--- src/rtl/div_pkg.sv ---
// Shared types and constants for the sequential radix-2 restoring divider.
package div_pkg;

  typedef enum logic [1:0] {
    IDLE = 2'd0,
    CALC = 2'd1,
    DONE = 2'd2
  } div_state_t;

  localparam int DIV_DATA_WIDTH = 32;
  localparam int DIV_CNT_W      = $clog2(DIV_DATA_WIDTH);

  localparam logic [DIV_DATA_WIDTH-1:0] DIV_ZERO_Q = '1;

endpackage

--- src/rtl/div_seq_if.sv ---
// Start/busy/done handshake bundle between the ALU and the divider.
// The div_zero flag exists only when DIV_ZERO_DETECT_EN is defined.
interface div_seq_if #(
  parameter int DATA_WIDTH = 32
);
  logic                  start;
  logic                  sign;
  logic [DATA_WIDTH-1:0] a;
  logic [DATA_WIDTH-1:0] b;
  logic                  busy;
  logic                  done;
  logic [DATA_WIDTH-1:0] q;
  logic [DATA_WIDTH-1:0] r;
`ifdef DIV_ZERO_DETECT_EN
  logic                  div_zero;
`endif

  modport master (
    output start, sign, a, b,
    input  busy, done, q, r
`ifdef DIV_ZERO_DETECT_EN
    , input div_zero
`endif
  );

  modport slave (
    input  start, sign, a, b,
    output busy, done, q, r
`ifdef DIV_ZERO_DETECT_EN
    , output div_zero
`endif
  );

endinterface

--- src/rtl/div_step.sv ---
// One restoring-division iteration: shift {rem, quo} left, subtract the
// divisor magnitude if it fits, and shift the resulting quotient bit in.
module div_step #(
  parameter int DATA_WIDTH = 32
) (
  input  logic [DATA_WIDTH-1:0] rem_i,
  input  logic [DATA_WIDTH-1:0] quo_i,
  input  logic [DATA_WIDTH-1:0] divisor_i,
  output logic [DATA_WIDTH-1:0] rem_o,
  output logic [DATA_WIDTH-1:0] quo_o
);

  logic [DATA_WIDTH:0]   ext_rem;
  logic [DATA_WIDTH-1:0] diff;
  logic                  fits;

  always_comb begin
    ext_rem = {rem_i, quo_i[DATA_WIDTH-1]};
    fits    = ext_rem >= {1'b0, divisor_i};
    // When the divisor fits the true difference is below the divisor, so the
    // modular low-word subtraction is exact.
    diff    = ext_rem[DATA_WIDTH-1:0] - divisor_i;
    rem_o   = fits ? diff : ext_rem[DATA_WIDTH-1:0];
    quo_o   = {quo_i[DATA_WIDTH-2:0], fits};
  end

endmodule

--- src/rtl/div_seq.sv ---
// Multi-cycle radix-2 restoring divider for DIV/DIVU (q -> LO, r -> HI).
// Optional DIV_ZERO_DETECT_EN: zero divisors finish in one cycle and flag div_zero.
module div_seq
  import div_pkg::*;
#(
  parameter int DATA_WIDTH = DIV_DATA_WIDTH
) (
  input  logic      clk,
  input  logic      rst,
  div_seq_if.slave  bus
);

  localparam int CNT_W = (DATA_WIDTH == DIV_DATA_WIDTH) ? DIV_CNT_W : $clog2(DATA_WIDTH);

  localparam logic [1:0] S_IDLE = IDLE;
  localparam logic [1:0] S_CALC = CALC;
  localparam logic [1:0] S_DONE = DONE;

  localparam logic [DATA_WIDTH-1:0] ZERO_Q    = {DATA_WIDTH{DIV_ZERO_Q[0]}};
  localparam logic [CNT_W-1:0]      CNT_START = CNT_W'(DATA_WIDTH - 1);

  logic [1:0]            state_q, state_d;
  logic [CNT_W-1:0]      cnt_q, cnt_d;
  logic [DATA_WIDTH-1:0] rem_q, rem_d;
  logic [DATA_WIDTH-1:0] quo_q, quo_d;
  logic [DATA_WIDTH-1:0] a_raw_q, a_raw_d;
  logic [DATA_WIDTH-1:0] abs_b_q, abs_b_d;
  logic                  neg_quo_q, neg_quo_d;
  logic                  neg_rem_q, neg_rem_d;
  logic                  b_zero_q, b_zero_d;
  logic                  busy_q, busy_d;
  logic                  done_q, done_d;
  logic [DATA_WIDTH-1:0] q_q, q_d;
  logic [DATA_WIDTH-1:0] r_q, r_d;
`ifdef DIV_ZERO_DETECT_EN
  logic                  div_zero_q, div_zero_d;
`endif

  logic [DATA_WIDTH-1:0] step_rem;
  logic [DATA_WIDTH-1:0] step_quo;
  logic                  accept;
  logic                  a_neg;
  logic                  b_neg;
  logic [DATA_WIDTH-1:0] abs_a;
  logic [DATA_WIDTH-1:0] abs_b;

  div_step #(
    .DATA_WIDTH (DATA_WIDTH)
  ) u_step (
    .rem_i     (rem_q),
    .quo_i     (quo_q),
    .divisor_i (abs_b_q),
    .rem_o     (step_rem),
    .quo_o     (step_quo)
  );

  always_comb begin
    accept = bus.start && ((state_q == S_IDLE) || (state_q == S_DONE));
    a_neg  = bus.sign & bus.a[DATA_WIDTH-1];
    b_neg  = bus.sign & bus.b[DATA_WIDTH-1];
    abs_a  = a_neg ? -bus.a : bus.a;
    abs_b  = b_neg ? -bus.b : bus.b;
  end

  always_comb begin
    state_d    = state_q;
    cnt_d      = cnt_q;
    rem_d      = rem_q;
    quo_d      = quo_q;
    a_raw_d    = a_raw_q;
    abs_b_d    = abs_b_q;
    neg_quo_d  = neg_quo_q;
    neg_rem_d  = neg_rem_q;
    b_zero_d   = b_zero_q;
    busy_d     = busy_q;
    done_d     = 1'b0;
    q_d        = q_q;
    r_d        = r_q;
`ifdef DIV_ZERO_DETECT_EN
    div_zero_d = 1'b0;
`endif

    case (state_q)
      S_IDLE, S_DONE: begin
        state_d = S_IDLE;
        busy_d  = 1'b0;
        if (accept) begin
          a_raw_d   = bus.a;
          abs_b_d   = abs_b;
          quo_d     = abs_a;
          rem_d     = '0;
          neg_quo_d = a_neg ^ b_neg;
          neg_rem_d = a_neg;
          b_zero_d  = (bus.b == '0);
          cnt_d     = CNT_START;
          state_d   = S_CALC;
          busy_d    = 1'b1;
`ifdef DIV_ZERO_DETECT_EN
          if (bus.b == '0) begin
            state_d    = S_DONE;
            busy_d     = 1'b0;
            done_d     = 1'b1;
            q_d        = ZERO_Q;
            r_d        = bus.a;
            div_zero_d = 1'b1;
          end
`endif
        end
      end

      S_CALC: begin
        rem_d = step_rem;
        quo_d = step_quo;
        if (cnt_q == '0) begin
          state_d = S_DONE;
          busy_d  = 1'b0;
          done_d  = 1'b1;
          // Zero divisor returns the raw dividend with no sign correction.
          if (b_zero_q) begin
            q_d = ZERO_Q;
            r_d = a_raw_q;
          end else begin
            q_d = neg_quo_q ? -step_quo : step_quo;
            r_d = neg_rem_q ? -step_rem : step_rem;
          end
        end else begin
          cnt_d = cnt_q - CNT_W'(1);
        end
      end

      default: begin
        state_d = S_IDLE;
        busy_d  = 1'b0;
      end
    endcase
  end

  always_ff @(posedge clk or posedge rst) begin
    if (rst) begin
      state_q    <= S_IDLE;
      cnt_q      <= '0;
      rem_q      <= '0;
      quo_q      <= '0;
      a_raw_q    <= '0;
      abs_b_q    <= '0;
      neg_quo_q  <= 1'b0;
      neg_rem_q  <= 1'b0;
      b_zero_q   <= 1'b0;
      busy_q     <= 1'b0;
      done_q     <= 1'b0;
      q_q        <= '0;
      r_q        <= '0;
`ifdef DIV_ZERO_DETECT_EN
      div_zero_q <= 1'b0;
`endif
    end else begin
      state_q    <= state_d;
      cnt_q      <= cnt_d;
      rem_q      <= rem_d;
      quo_q      <= quo_d;
      a_raw_q    <= a_raw_d;
      abs_b_q    <= abs_b_d;
      neg_quo_q  <= neg_quo_d;
      neg_rem_q  <= neg_rem_d;
      b_zero_q   <= b_zero_d;
      busy_q     <= busy_d;
      done_q     <= done_d;
      q_q        <= q_d;
      r_q        <= r_d;
`ifdef DIV_ZERO_DETECT_EN
      div_zero_q <= div_zero_d;
`endif
    end
  end

  assign bus.busy     = busy_q;
  assign bus.done     = done_q;
  assign bus.q        = q_q;
  assign bus.r        = r_q;
`ifdef DIV_ZERO_DETECT_EN
  assign bus.div_zero = div_zero_q;
`endif

endmodule

--- src/flat_wrapper.sv ---
// flat-port wrapper written by rule: the top's interface ports become plain ports
module div_seq_flat import div_pkg::*;
#(
  parameter int DATA_WIDTH = DIV_DATA_WIDTH
)
  (clk, rst, bus_start, bus_sign, bus_a, bus_b, bus_busy, bus_done, bus_q, bus_r);
  div_seq_if #(.DATA_WIDTH(DATA_WIDTH)) bus_i ();
  input  logic clk;
  input  logic rst;
  input wire logic [$bits(bus_i.start)-1:0] bus_start;
  input wire logic [$bits(bus_i.sign)-1:0] bus_sign;
  input wire logic [$bits(bus_i.a)-1:0] bus_a;
  input wire logic [$bits(bus_i.b)-1:0] bus_b;
  output wire logic [$bits(bus_i.busy)-1:0] bus_busy;
  output wire logic [$bits(bus_i.done)-1:0] bus_done;
  output wire logic [$bits(bus_i.q)-1:0] bus_q;
  output wire logic [$bits(bus_i.r)-1:0] bus_r;
  assign bus_i.start = bus_start;
  assign bus_i.sign = bus_sign;
  assign bus_i.a = bus_a;
  assign bus_i.b = bus_b;
  assign bus_busy = bus_i.busy;
  assign bus_done = bus_i.done;
  assign bus_q = bus_i.q;
  assign bus_r = bus_i.r;
  div_seq #(.DATA_WIDTH(DATA_WIDTH)) u_core (.clk(clk), .rst(rst), .bus(bus_i));
endmodule
--- config.mk ---
export PLATFORM = sky130hd
export DESIGN_NAME = div_seq_flat
export DESIGN_NICKNAME = d
export VERILOG_FILES = /design/src/rtl/div_pkg.sv /design/src/rtl/div_seq_if.sv /design/src/rtl/div_step.sv /design/src/rtl/div_seq.sv /design/src/flat_wrapper.sv
export SDC_FILE = /design/constraint.sdc
export NUM_CORES = 1
export LEC_CHECK = 0
export CORE_MARGIN = 4
export CORE_UTILIZATION = 35
export CTS_CLUSTER_SIZE = 16
export DETAILED_ROUTE_END_ITERATION = 10
export DONT_BUFFER_PORTS = 1
export PLACE_DENSITY = 0.57
export SYNTH_ARGS = -nofsm -noshare
export SYNTH_HDL_FRONTEND = slang
export SYNTH_SLANG_ARGS = --single-unit
--- constraint.sdc ---
create_clock -name clk -period 6.5 [get_ports clk]
set_input_delay 1.3 -clock clk [delete_from_list [all_inputs] [get_ports clk]]
set_output_delay 1.3 -clock clk [all_outputs]
set_load 0.01 [all_outputs]
==> run_results.csv <==
group,metric,value,unit
logic_synthesis,ys.flop_type,"dfrtp_1",
critical_path,path_cells,"ha_1 -> nand4_1 -> nor4_1 -> and3_1 -> a211o_1 -> or2_4 -> mux2i_1 -> ha_1 -> nand3b_1 -> nor4_1 -> a41o_1 -> nand3_1 -> or3_1 -> nor3b_1 -> mux2i_1 -> a21oi_1",
run,maxCapViolCount,0,
floorplan,start_util,0.358,
hold_path,hp-class,"reg -> reg",
finish,diodes,0,
global_route,grt_util_all_layers,0.187,
placement,port_buffers,0,
cts,cts_tree,"built",
logic_synthesis,synth.avg_cell_area,8.23,µm²
sta,period_needed,5360,ps
finish,nNetsFinal,1662,
power,peakVddDrop,0.000286,V
floorplan,die_h,202,µm
placement,hpwl,28.9,mm
logic_synthesis,yosysTopAreaCell,"dfrtp_1",
logic_synthesis,synth_top_area_share,0.385,
placement,dp.cells,2032,
cts,htreeDepth,1,
critical_path,crit_slowest_cell,"or2_4",
route,vias,11308,
power,p_per_area,686,mW/mm²
route,drc,0,
power,power_leakage,5.95,nW
critical_path,worst_ep_arrival_time,5750,ps
logic_synthesis,seq_area_frac_synth,0.385,
sta,fin_setup_tns,0,ps
global_route,grt-ovfl-total,0,
cts,cts_made_buffers,25,
cts,path_clk_slew,70,ps
cts,postCtsSetupRepairBufs,0,
logic_synthesis,synth_edf_count,0,
sta,post-route-period-util,0.825,
logic_synthesis,synthArstFlopShare,1.00,
critical_path,path_class,"reg -> reg",
critical_path,end_kind,"flip-flop",
finish,final_util,0.389,
logic_synthesis,syn_area,0.0132,mm²
global_route,antenna_found_initial,0,
finish,drive_above_1_share,0.0542,
critical_path,crit_buf_inv,0,
placement,dp_slack,1290,ps
floorplan,core,0.0369,mm²
global_route,grt_pass1_vias,11203,
sta,finalClockSkew,29.1,ps
finish,fill_cells,3786,
critical_path,cp_max_fo,48,
floorplan,core.rowCount,70,
global_route,grt_max_degree,150,
sta,worst_slew_pin_slew,1030,ps
sta,finalWorstSetupSlack,1140,ps
floorplan,io_pins,134,
critical_path,crit_family,"simple AND/OR/NAND/NOR gates",
route,wl,39.2,mm
cts,cts_root_buf,"clkbuf_16",
cts,cts.sinks,203,
logic_synthesis,syn_nets,1709,
cts,clock_latency,540,ps
global_route,grt_pass1_wl,63.0,mm
logic_synthesis,synth-seq-cells,203,
logic_synthesis,synth_area_leaders,"dfrtp_1 (39%), nand2_1 (7.8%), o21ai_0 (7.1%)",
finish,final_cells,2072,
route,drt_iter0_drc,704,
logic_synthesis,ys.warnings.count,0,
route,wl_per_cell,18.9,µm
critical_path,cpPeakStageDelay,600,ps
placement,place.gp.congestion,0.872,
run_status,status,"complete, no violations",
critical_path,worstPathRequired,6890,ps
cts,cts_buffer_depth,3,
sta,relSlewSlack,0.317,
route,antenna_left,0,
sta,finalSetupViolations,0,
critical_path,startpoint_type,"flip-flop",
sta,rsz0062_at_grt,"false",
floorplan,dieArea,0.0408,mm²
sta,maxSlewViolCount,0,
route,via_per_inst,5.46,
floorplan,die_x,202,µm
route,dr.pass1.iters,6,
cts,cts_resized,0,
logic_synthesis,ys_types,83,
sta,clock.fmax,0.187,GHz
logic_synthesis,synthCells,1602,
cts,ctsHoldBuffers,0,
sta,hold_viol_final,0,
finish,synthToLayoutAreaGrowth,8.92,%
-- sequential cells by signal, indices dropped and copies added, names as in the netlist, 2 cells and up --
name / cells
u_core.rem_q: 32
u_core.a_raw_q: 32
u_core.abs_b_q: 32
u_core.cnt_q: 5
u_core.bus.q: 32
u_core.state_q: 2
u_core.quo_q: 32
u_core.bus.r: 32
-- per-stage QoR --
stage | power [mW] | hold WS, ps | instance area (µm²)
4_1_cts | 9.91 | 477 | 14400
3_5_place_dp | 8.50 | 461 | 13600
5_1_grt | 10.8 | 488 | 14400
6_report | 9.85 | 470 | 14400
3_3_place_gp | 8.44 | 456 | 13600
2_1_floorplan | 7.01 | 437 | 13200
-- Yosys cell counts, types with 7 or more instances --
cell / instances
nand2_1: 275
dfrtp_1: 203
o21ai_0: 186
nor2_1: 135
a21oi_1: 113
xnor2_1: 71
xor2_1: 67
clkbuf_1: 60
inv_1: 59
ha_1: 38
nor3_1: 33
a22oi_1: 31
mux2i_1: 28
o31ai_1: 23
nand3_1: 22
a31oi_1: 18
nor4_1: 16
or3_1: 16
nand4_1: 15
and2_1: 11
buf_2: 11
nor3b_1: 11
buf_1: 10
nand2b_1: 10
or4_1: 10
a21o_1: 9
o41ai_1: 9
o21a_1: 8
and3_1: 7
o211ai_1: 7
-- report_power, final --
| group | leakage [nW] | total, mW | internal [mW] | switching, mW |
|---|---|---|---|---|
| logic | 3.18 | 5.88 | 2.25 | 3.63 |
| clock network | 0.380 | 1.35 | 0.806 | 0.543 |
| registers | 2.39 | 2.62 | 1.91 | 0.717 |
| total | 5.95 | 9.85 | 4.96 | 4.89 |
-- cell families (layout without fill, tap and decap cells) --
family	after synthesis	after routing	synth area share
buffers and inverters	146	112	0.0449
xor gates and xnor gates	138	138	0.0917
adders and majority gates	39	39	0.0376
and+or+nand+nor	586	586	0.202
muxes	29	29	0.0221
DFF	203	203	0.385
AOI/OAI and AO/OA	461	461	0.216
-- path summary, 6_finish.rpt --
path,from,endpoint,slack (ps),depth (start not counted)
min in group asynchronous,rst,u_core.bus.q[27]$_DFFE_PP0P_,900,2
worst min-delay path,u_core.a_raw_q[30]$_DFFE_PP0P_,u_core.a_raw_q[30]$_DFFE_PP0P_,470,2
max in group asynchronous,rst,u_core.abs_b_q[4]$_DFFE_PP0P_,4330,3
worst max register to register,u_core.rem_q[5]$_DFFE_PP0P_,u_core.bus.r[28]$_DFFE_PP0P_,1140,16
worst min register to register,u_core.a_raw_q[30]$_DFFE_PP0P_,u_core.a_raw_q[30]$_DFFE_PP0P_,470,2
worst max-delay path,u_core.rem_q[5]$_DFFE_PP0P_,u_core.bus.r[28]$_DFFE_PP0P_,1140,16
-- routing by layer --
layer | wire length [µm] | global-route usage | up-vias
met5 | 0 | 0 | -
met4 | 1130 | 0.0521 | 0
met3 | 1950 | 0.0329 | 57
met2 | 18800 | 0.316 | 231
met1 | 17300 | 0.246 | 5499
li1 | - | - | 5521
-- layout make-up --
cell class	instances	area, µm²	area share
clock buffers	36	727	0.0506
clock inverters	4	51.3	0.00357
inverters	60	229	0.0159
flip-flops and latches	203	5080	0.354
repair buffers	12	103	0.00714
well taps	504	631	0.0439
multi-input cells	1253	7540	0.525
-- worst register-to-register path: stages, from the launching register on --
cell,delay [ps]
dfrtp_1,420
ha_1,530
nand4_1,260
nor4_1,430
and3_1,230
a211o_1,300
or2_4,600
mux2i_1,370
ha_1,290
nand3b_1,120
nor4_1,210
a41o_1,210
nand3_1,190
or3_1,480
nor3b_1,280
mux2i_1,220
a21oi_1,80
-- placed cells by master, fill, tap and decap left out, types with 28 or more instances in the layout --
cell and count:
a22oi_1 31, xor2_1 67, mux2i_1 28, dfrtp_1 203, nor2_1 133, inv_1 57, o21ai_0 186, xnor2_1 71
nor3_1 33, a21oi_1 113, ha_1 38, nand2_1 275
(Power assumes the default switching activity.)
